===== config.mk =====
export PLATFORM = sky130hd
export DESIGN_NAME = debounce_scan_ctrl
export DESIGN_NICKNAME = d
export VERILOG_FILES = /design/src/rtl/debounce_scan_ctrl.sv
export SDC_FILE = /design/constraint.sdc
export NUM_CORES = 1
export LEC_CHECK = 0
export CAP_MARGIN = 20
export CORE_MARGIN = 4
export CORE_UTILIZATION = 33
export DETAILED_ROUTE_END_ITERATION = 10
export GPL_ROUTABILITY_DRIVEN = 1
export PLACE_DENSITY = 0.57
export SYNTH_ARGS = -nofsm -noshare
export SYNTH_HDL_FRONTEND = slang
export SYNTH_SLANG_ARGS = --single-unit

===== constraint.sdc =====
create_clock -name clk -period 2.9 [get_ports clk]
set_clock_uncertainty 0.1 [all_clocks]
set_input_delay 0.58 -clock clk [delete_from_list [all_inputs] [get_ports clk]]
set_output_delay 0.58 -clock clk [all_outputs]
set_load 0.02 [all_outputs]

===== src/rtl/debounce_scan_ctrl.sv =====
// Time-multiplexed debounce: one shared compare/increment engine visits each channel once per
// scan tick, flipping a channel's stable level after DEB_TICKS consecutive differing visits.
module debounce_scan_ctrl #(
  parameter int          N_CH      = 8,
  parameter logic [15:0] TICK_DIV  = 16'd1000,
  parameter logic [7:0]  DEB_TICKS = 8'd20
) (
  input  logic            clk,
  input  logic            reset_n,
  input  logic            enable,
  input  logic [N_CH-1:0] sig_in,
  output logic [N_CH-1:0] sig_out,
  output logic            chg_strb,
  output logic [4:0]      chg_ch,
  output logic            chg_lvl,
  output logic            busy,
  output logic            overrun
);

  localparam int          CW        = (DEB_TICKS <= 8'd1) ? 1 : $clog2(int'(DEB_TICKS));
  localparam int          CHW       = (N_CH <= 2) ? 1 : $clog2(N_CH);
  localparam logic [CW-1:0]  CNT_MAX   = CW'(DEB_TICKS - 8'd1);
  localparam logic [CHW-1:0] CH_LAST   = CHW'(N_CH - 1);
  localparam logic [15:0]    PRESC_MAX = TICK_DIV - 16'd1;

  typedef enum logic {IDLE, SCAN} state_t;

  logic [N_CH-1:0] sync1_q, sync_q;
  logic [N_CH-1:0] sig_out_q, sig_out_d;
  logic [CW-1:0]   cnt_q [N_CH];
  logic [CW-1:0]   cnt_d [N_CH];
  logic [15:0]     presc_q, presc_d;
  state_t          state_q, state_d;
  logic [CHW-1:0]  ch_q, ch_d;
  logic            chg_strb_q, chg_strb_d;
  logic [4:0]      chg_ch_q, chg_ch_d;
  logic            chg_lvl_q, chg_lvl_d;
  logic            busy_q, busy_d;
  logic            overrun_q, overrun_d;
  logic            tick;

  // Prescaler is parked at zero while disabled so re-enabling gives a full period before the next tick.
  always_comb begin
    presc_d = presc_q;
    tick    = 1'b0;
    if (!enable) begin
      presc_d = '0;
    end else if (presc_q == PRESC_MAX) begin
      presc_d = '0;
      tick    = 1'b1;
    end else begin
      presc_d = presc_q + 16'd1;
    end
  end

  always_comb begin
    state_d    = state_q;
    ch_d       = ch_q;
    overrun_d  = overrun_q;
    sig_out_d  = sig_out_q;
    cnt_d      = cnt_q;
    chg_strb_d = 1'b0;
    chg_ch_d   = chg_ch_q;
    chg_lvl_d  = chg_lvl_q;
    case (state_q)
      IDLE: begin
        if (tick) begin
          state_d = SCAN;
          ch_d    = '0;
        end
      end
      SCAN: begin
        // A tick landing inside a pass is dropped; the pass itself carries on.
        if (tick) overrun_d = 1'b1;
        if (sync_q[ch_q] == sig_out_q[ch_q]) begin
          cnt_d[ch_q] = '0;
        end else if (cnt_q[ch_q] == CNT_MAX) begin
          sig_out_d[ch_q] = sync_q[ch_q];
          cnt_d[ch_q]     = '0;
          chg_strb_d      = 1'b1;
          chg_ch_d        = 5'(ch_q);
          chg_lvl_d       = sync_q[ch_q];
        end else begin
          cnt_d[ch_q] = cnt_q[ch_q] + 1'b1;
        end
        if (ch_q == CH_LAST) state_d = IDLE;
        else                 ch_d    = ch_q + 1'b1;
      end
    endcase
    busy_d = (state_d == SCAN);
  end

  always_ff @(posedge clk or negedge reset_n) begin
    if (!reset_n) begin
      sync1_q    <= '0;
      sync_q     <= '0;
      sig_out_q  <= '0;
      for (int i = 0; i < N_CH; i++) cnt_q[i] <= '0;
      presc_q    <= '0;
      state_q    <= IDLE;
      ch_q       <= '0;
      chg_strb_q <= 1'b0;
      chg_ch_q   <= '0;
      chg_lvl_q  <= 1'b0;
      busy_q     <= 1'b0;
      overrun_q  <= 1'b0;
    end else begin
      sync1_q    <= sig_in;
      sync_q     <= sync1_q;
      sig_out_q  <= sig_out_d;
      cnt_q      <= cnt_d;
      presc_q    <= presc_d;
      state_q    <= state_d;
      ch_q       <= ch_d;
      chg_strb_q <= chg_strb_d;
      chg_ch_q   <= chg_ch_d;
      chg_lvl_q  <= chg_lvl_d;
      busy_q     <= busy_d;
      overrun_q  <= overrun_d;
    end
  end

  assign sig_out  = sig_out_q;
  assign chg_strb = chg_strb_q;
  assign chg_ch   = chg_ch_q;
  assign chg_lvl  = chg_lvl_q;
  assign busy     = busy_q;
  assign overrun  = overrun_q;

endmodule


Word level (Yosys, flattened, before mapping)
Cells that the tools add are included.
Storage, ports and cells
  input bits: 11
  register bits: 90
Cells by class
  reductions and logical operators: 5
  bitwise logic cells: 5
  multiplexer cells: 28
  $add $sub $neg: 3
  equality and inequality tests: 6
  $lt $le $gt $ge: 4
Operator list (count)
  40-bit two-way mux: 2
  40-bit AND: 1
  40-bit bitwise mux: 1
  40-bit NOT: 1
  16-bit two-way mux: 2
  16-bit by 1-bit adder with 16-bit output, second input constant: 1
  16-bit by 10-bit == test with 1-bit output, second input constant: 1
  5-bit binary-select mux with 3-bit select: 1
  5-bit demux with 3-bit select: 1
  5-bit two-way mux: 3
  1-bit two-way mux: 10
  8-bit bitwise mux: 1
  1-bit binary-select mux with 3-bit select: 2
  3-bit two-way mux: 2
  3-bit case mux with 2 select lines: 1
  5-bit by 1-bit adder with 5-bit output, second input constant: 1
  5-bit == test, second input constant: 1
  4-bit greater-or-equal comparator, second input constant: 1
  3-bit by 4-bit less-than comparator with 1-bit output, second input constant: 1
  4-bit by 1-bit less-than comparator with 1-bit output, second input constant: 1
  2-bit inequality test, second input constant: 2
  3-bit NOT with 4-bit output: 1
  2-bit AND reduction: 2
  3-bit by 1-bit adder with 3-bit output, second input constant: 1
  8 further kinds: 10

Logic depth before layout (Yosys ltp)
Gate-level depths: netlist of run 1.
  depth after elaboration: 9
  mapped depth: 12
  mapped depth without buffers: 9

Least setup slack after synthesis of run 1
OpenSTA, ideal clock, no wires.
  path type: register -> register
  start point: reg ch_q[0]
  end point: reg cnt_q[3] in the netlist's numbering
  slack: 222 ps
  period minus slack after synthesis: 2678 ps
  buffers on the path: 3
  data required time: 2690 ps
  stages on the path, launching flop included: 13
  setup time: 110 ps
  arrival time: 2468 ps
  path through: dfrtp_1 > buf_6 > buf_6 > mux2_2 > a32o_1 > a211oi_1 > inv_1 > ha_1 > inv_1 > nor4b_4 > nand2b_1 > buf_2 > o41ai_1
On the way
  word-level cells in the longest chain between the ends: 9
  elaborated cells between the ends (all ways): 21
  those cells by class: add/sub (1); order compare (2); eq/ne (2); mux (12); bitwise (3); reduce/logical (1)
Ends and longest elaborated chain
  start: declaration: RTL line 34  | logic [CHW-1:0] ch_q, ch_d;
  start signal: assignment: RTL line 114  | ch_q <= ch_d;
  parallel branches: the longest is 8 deep, another holds 5-bit by 1-bit adder with 5-bit output
  40-bit two-way mux (*): RTL line 75  | if (sync_q[ch_q] == sig_out_q[ch_q]) begin
  end signal: assignment: RTL line 111  | cnt_q <= cnt_d;
  end: declaration: RTL line 30  | logic [CW-1:0] cnt_q [N_CH];
Every way passes the cells marked *. The select of a mux whose other input is x is not followed.
A chain may end at the register's enable or synchronous reset.

Worst setup path after layout of run 1
Same ends and word-level chain as after synthesis.

==> results of run 1 <==
[metal layers]
layer | global-route usage (%) | routed length, µm | up-vias
met3 | 3.36 | 355 | 10
met1 | 17.7 | 4160 | 1437
met4 | 3.36 | 82 | 0
li1 | - | - | 1420
met5 | 0 | 0 | -
met2 | 21.1 | 4380 | 55
[area by class of cell]
class,instances,area [µm²]
multi-input cells,263,1850
clock buffers,10,229
clock inverters,6,51.3
repair buffers,43,393
inverters,10,37.5
fillers,1215,7540
well taps,172,215
flip-flops and latches,90,2250
[registers in the layout (all words and copies together) (netlist names)]
register and flops:
overrun 1, chg_ch 3, ch_q 3, busy 1, sync_q 8, presc_q 16, chg_lvl 1, sync1_q 8
cnt_q 40, chg_strb 1, sig_out 8
[cells by family after synthesis]
kind of cell | after synthesis
adder cells (fa/ha/maj) | 4
XOR/XNOR | 22
multiplexers | 25
AO/OA/AOI/OAI | 76
other | 1
flip-flops | 90
AND/OR/NAND/NOR | 134
buffers and inverters | 31
[power by group]
| part | total (mW) | switching, mW | internal, mW |
|---|---|---|---|
| Combinational | 0.0718 | 0.0449 | 0.0269 |
| Sequential | 1.28 | 0.00814 | 1.27 |
| Clock | 1.10 | 0.505 | 0.591 |
| Total | 2.45 | 0.558 | 1.89 |
[through the flow]
step / power, mW / hold slack [ns] / area (µm²)
3_5_place_dp: 1.38 / 0.235 / 4720
5_1_grt: 2.55 / 0.112 / 5020
4_1_cts: 2.47 / 0.100 / 5000
6_report: 2.45 / 0.0887 / 5020
2_1_floorplan: 1.33 / 0.184 / 4240
3_3_place_gp: 1.37 / 0.233 / 4710
[synth_stat cells, types with 2 or more instances]
library cell / number / area (µm²)
mux2_1: 3 / 33.8
nand2_1: 59 / 221
o21ai_0: 26 / 130
o41ai_1: 8 / 70.1
nor3b_1: 5 / 37.5
dfrtp_1: 90 / 2250
a21oi_1: 10 / 50.1
mux2i_4: 2 / 45.0
inv_1: 10 / 37.5
xnor2_1: 12 / 105
mux2_2: 5 / 56.3
and3_1: 2 / 12.5
nand2b_1: 4 / 25.0
clkbuf_1: 8 / 30.0
and4_1: 2 / 17.5
mux4_2: 11 / 248
xor2_1: 10 / 87.6
buf_2: 5 / 25.0
buf_4: 5 / 37.5
nand3_1: 8 / 40.0
o21ai_1: 11 / 55.1
nor4_1: 3 / 18.8
nand3b_1: 3 / 22.5
nor3_1: 4 / 20.0
a31oi_1: 13 / 81.3
ha_1: 4 / 50.1
nand4_1: 7 / 43.8
mux2i_1: 3 / 30.0
nor2_1: 27 / 101
buf_6: 3 / 33.8
nor2b_1: 3 / 18.8
[placed cells by master (no fill, tap or decap), types with 3 or more instances in the layout]
| cell | instances |
|---|---|
| nand3b_1 | 3 |
| nand3_1 | 8 |
| o41ai_1 | 5 |
| mux2_1 | 3 |
| dfrtp_1 | 89 |
| xnor2_1 | 12 |
| ha_1 | 4 |
| nor3b_1 | 5 |
| nand4_1 | 7 |
| a21oi_1 | 10 |
| nor2_1 | 27 |
| mux2i_1 | 3 |
| nor4_1 | 3 |
| a31oi_1 | 13 |
| o21ai_0 | 26 |
| buf_4 | 17 |
| nor3_1 | 4 |
| clkbuf_16 | 9 |
| nor2b_1 | 3 |
| mux4_2 | 11 |
| nand2b_1 | 3 |
| xor2_1 | 10 |
| o41ai_2 | 3 |
| mux2_2 | 5 |
| inv_1 | 10 |
| clkinvlp_4 | 3 |
| nand2_1 | 59 |
| o21ai_1 | 11 |
| clkdlybuf4s50_1 | 24 |
[what timing repair did]
action	in CTS	in global routing
hold endpoints to repair	0	0
gates resized for setup	0	5
setup endpoints to repair	0	20
[final timing paths]
check	start	slack [ns]	end	depth (start not counted)
max	ch_q[0]	0.15	cnt_q[3]	9
min	reset_n	0.09	cnt_q[27]	1
max reg2reg	ch_q[0]	0.15	cnt_q[3]	9
min reg2reg	sync1_q[1]	0.25	sync_q[1]	0
max in group asynchronous	reset_n	1.96	ch_q[2]	2
min in group clk	sync1_q[1]	0.25	sync_q[1]	0
==> metrics.csv, run 1 <==
stage;metric;value;unit
outcome;status;finished clean;
die;Starting Density;33.7;%
critical_path;Top cell by count, worst path;inv_1;
logic_synthesis;post-synthesis mux area share;10.1;%
place;dpl ws;0.103;ns
logic_synthesis;Post-Syn Instances;383;
critical_path;CP arrival;2.87;ns
logic_synthesis;post-synthesis sequential area ratio;53.2;%
timing;Final WS setup;0.147;ns
cts;TritonCTS clock tree;built;
critical_path;critical path type;flop to flop;
place;DP Cell Count;578;
critical_path;worst path required time;3.02;ns
finish;Diodes inserted;0;
global_routing;overflow left after global routing;0;
cts;Sink Count;90;
finish;Non-Filler Instances;594;
pwr;Static Leak;2.17;nW
timing;setup TNS;0;ns
cts;Clk Latency, worst-skew pair;0.34;ns
logic_synthesis;Post-synth EDFFs;0;
finish;P&R area growth vs syn;18.7;%
logic_synthesis;flops & latches, synth;90;
critical_path;CP max FO;8;
critical_path;CP Buf/Inv Count;2;
flow_run;max cap viols;0;
timing;Tcrit/Tclk final;94.9;%
drt;Iter 0 DRT Violations;149;
critical_path;cell family contributing the most delay on the critical path;compound AO/OA/AOI/OAI gates;
finish;Layout Nets;432;
timing;fmax;363;MHz
drt;Via Count;2922;
timing;Final Slew Violations;0;
pwr;PwrDens;487;nW/µm²
global_routing;initial antenna violation count;0;
place;hpwl dp;6.29;mm
drt;DRT Pass-1 Iters;4;
logic_synthesis;synthesized cell area;4230;µm²
timing;Worst Tran Pin Value;1.01;ns
finish;Core Util, Final;40.0;%
critical_path;delay of the slowest critical-path stage;0.52;ns
logic_synthesis;Synth cell types;48;
die;row count;41;
logic_synthesis;area share of and/or/nand/nor cells after synthesis;15.8;%
place;Port Buf Inserts;25;
cts;Worst-path clk slew;0.06;ns
cts;Root Buffer;clkbuf_16;
cts;# Post-CTS Setup Buffers;0;
timing;RSZ-0062 raised after global routing;no;
cts;cts-stage hold buffer count;0;
critical_path;CP cell instances;mux2_2 -> a32o_1 -> a211oi_1 -> inv_1 -> ha_1 -> inv_1 -> nor4b_4 -> nand2b_2 -> o41ai_1;
logic_synthesis;XOR/XNOR Fraction of Synth Area;4.55;%
timing;final hold viol count;0;
critical_path;critical path launch point type;flop;
global_routing;GRT Util Overall;13.1;%
logic_synthesis;Most used DFF post-synth;dfrtp_1;
drt;post-route ant nets;0;
timing;# setup viols final;0;
logic_synthesis;Synth Warn #;0;
pwr;Worst VDD drop;0.273;mV
place;GPL Wtd Cong;0.807;
die;die width;121;µm
global_routing;first-pass GRT wire length;15.3;mm
drt;WL final;8.98;mm
worst_hold_path;Hold/Removal Path Class;input port to async pin;
die;core area;12600;µm²
die;I/O Pins;28;
timing;Rel. slew slack;32.3;%
drt;routed len/inst;15.1;µm
logic_synthesis;Synth Area in Compound Gates;11.2;%
critical_path;crit end category;flop;
drt;via/cell ratio;4.92;
die;die height;121;µm
global_routing;vias in the first global route;3030;
critical_path;Critical Path Slowest Stage Cell;dfrtp_1;
die;full die area;14700;µm²
cts;Num CTS Buffers;9;
cts;CTS Buffer Depth;2;
logic_synthesis;largest family of logic cells by synthesized area;simple AND/OR/NAND/NOR gates;
cts;H-tree depth;3;
timing;Final Critical Period;2.75;ns
logic_synthesis;asr flop ratio synth;100;%
global_routing;largest net degree at the start of global routing;59;
logic_synthesis;synthesized area per cell;11.1;µm²
finish;layout cells sized above 1;15.2;%
drt;DR DRC count;0;
logic_synthesis;Post-Synth Adder-Cell Area;1.18;%
Note: power is estimated with default switching activity, not from simulation.
==> run 2, diff against run 1 <==
==> constraint.sdc (replaced) <==
create_clock -name clk -period 3.4 [get_ports clk]
set_clock_uncertainty 0.1 [all_clocks]
set_input_delay 0.68 -clock clk [delete_from_list [all_inputs] [get_ports clk]]
set_output_delay 0.68 -clock clk [all_outputs]
set_load 0.02 [all_outputs]
==> metrics.csv, run 2 (synthesis results as in run 1) <==
stage;metric;value;unit
outcome;status;finished clean;
finish;Diodes inserted;0;
pwr;Worst VDD drop;0.210;mV
finish;layout cells sized above 1;12.8;%
cts;H-tree depth;3;
drt;WL final;8.62;mm
global_routing;GRT Util Overall;13.1;%
critical_path;CP Buf/Inv Count;2;
place;dpl ws;0.369;ns
critical_path;critical path launch point type;flop;
critical_path;worst path required time;3.50;ns
finish;Layout Nets;425;
critical_path;crit end category;flop;
pwr;PwrDens;420;nW/µm²
timing;RSZ-0062 raised after global routing;no;
die;core area;12600;µm²
place;hpwl dp;5.99;mm
timing;final hold viol count;0;
drt;via/cell ratio;4.93;
timing;Worst Tran Pin Value;0.631;ns
cts;Num CTS Buffers;9;
die;Starting Density;33.7;%
global_routing;vias in the first global route;3013;
die;die width;121;µm
finish;most frequent cells in the layout;90 x dfrtp_1, 59 x nand2_1, 27 x nor2_1;
timing;Rel. slew slack;57.6;%
timing;Tcrit/Tclk final;88.9;%
finish;max reg flops;40;
cts;Sink Count;90;
timing;# setup viols final;0;
timing;setup TNS;0;ns
global_routing;overflow left after global routing;0;
cts;TritonCTS clock tree;built;
critical_path;CP cell instances;and2b_1 -> a22o_1 -> a211oi_1 -> inv_1 -> ha_1 -> inv_1 -> nor4b_4 -> nand2b_1 -> o41ai_1;
die;die height;121;µm
finish;P&R area growth vs syn;16.8;%
timing;Final WS setup;0.379;ns
drt;post-route ant nets;0;
pwr;Static Leak;2.12;nW
drt;routed len/inst;14.7;µm
die;full die area;14700;µm²
global_routing;first-pass GRT wire length;15.4;mm
critical_path;delay of the slowest critical-path stage;0.61;ns
timing;Final Critical Period;3.02;ns
critical_path;critical path type;flop to flop;
global_routing;largest net degree at the start of global routing;55;
place;Port Buf Inserts;25;
drt;Via Count;2892;
worst_hold_path;Hold/Removal Path Class;input port to async pin;
critical_path;cell family contributing the most delay on the critical path;compound AO/OA/AOI/OAI gates;
drt;DR DRC count;0;
place;GPL Wtd Cong;0.810;
timing;Final Slew Violations;0;
critical_path;Critical Path Slowest Stage Cell;dfrtp_1;
cts;Worst-path clk slew;0.06;ns
global_routing;initial antenna violation count;0;
cts;cts-stage hold buffer count;0;
cts;# Post-CTS Setup Buffers;0;
cts;Post-CTS Resized;0;
die;row count;41;
drt;DRT Pass-1 Iters;5;
finish;largest registers;cnt_q: 40 flops, presc_q: 16 flops;
finish;register with the highest flop count;cnt_q;
finish;fill count;1222;
cts;Clk Latency, worst-skew pair;0.34;ns
cts;Root Buffer;clkbuf_16;
timing;fmax;331;MHz
critical_path;Top cell by count, worst path;inv_1;
die;I/O Pins;28;
drt;Iter 0 DRT Violations;96;
critical_path;cell depth of the worst setup path;9;
critical_path;cells on worst reg2reg path;9;
flow_run;max cap viols;0;
critical_path;CP max FO;17;
cts;CTS Buffer Depth;2;
critical_path;CP arrival;3.12;ns
finish;commonest non-fill, non-tap cell in the layout;dfrtp_1;
[run 2: worst register-to-register path: cells and delay by family, from the launching register on]
family          cells  cell delay (ns)
buf+inv             2             0.22
flops               1             0.61
fa+ha+maj           1             0.25
simple gates        3             0.68
compound gates      3             1.03
[run 2: power by group]
part | total, mW | internal (mW) | switching (mW)
clock network | 0.925 | 0.502 | 0.423
logic | 0.0607 | 0.0228 | 0.0379
registers | 1.09 | 1.08 | 0.00673
total | 2.08 | 1.61 | 0.467
[run 2: stage by stage]
stage | power, mW | std cells | utilization [%] | hold slack [ns] | area, µm²
after floorplan | 1.13 | 384 | - | 0.231 | 4240
after global placement | 1.17 | 570 | 37.1 | 0.233 | 4660
after detailed placement | 1.17 | 571 | 37.1 | 0.235 | 4670
after CTS | 2.10 | 587 | 39.3 | 0.231 | 4940
after global routing | 2.17 | 587 | 39.4 | 0.242 | 4950
final | 2.08 | 587 | 39.4 | 0.207 | 4950
[run 2: routing by layer]
metal	vias up	GRT usage (%)	wire length, µm	share of wire, %
li1	1409	-	-	-
met1	1401	18.4	4100	48
met2	67	20.0	4050	47
met3	15	3.68	338	3.9
met4	0	3.08	130	1.5
met5	-	0	0	0
[run 2: final cells by class]
type                    instances  area [µm²]  area share, %
inverters                      10        37.5          0.759
multi-input cells             263        1820           36.9
well taps                     172         215           4.35
clock inverters                 6        48.8          0.987
flip-flops and latches         90        2250           45.5
repair buffers                 36         340           6.88
clock buffers                  10         229           4.63
[run 2: worst paths after layout]
kind | slack, ns | to | from
worst min-delay path | 0.21 | cnt_q[27] | reset_n
max in group asynchronous | 2.36 | presc_q[9] | reset_n
min in group clk | 0.25 | sync_q[6] | sync1_q[6]
worst max register to register | 0.38 | cnt_q[3] | ch_q[2]
worst min register to register | 0.25 | sync_q[6] | sync1_q[6]
worst max-delay path | 0.38 | cnt_q[3] | ch_q[2]
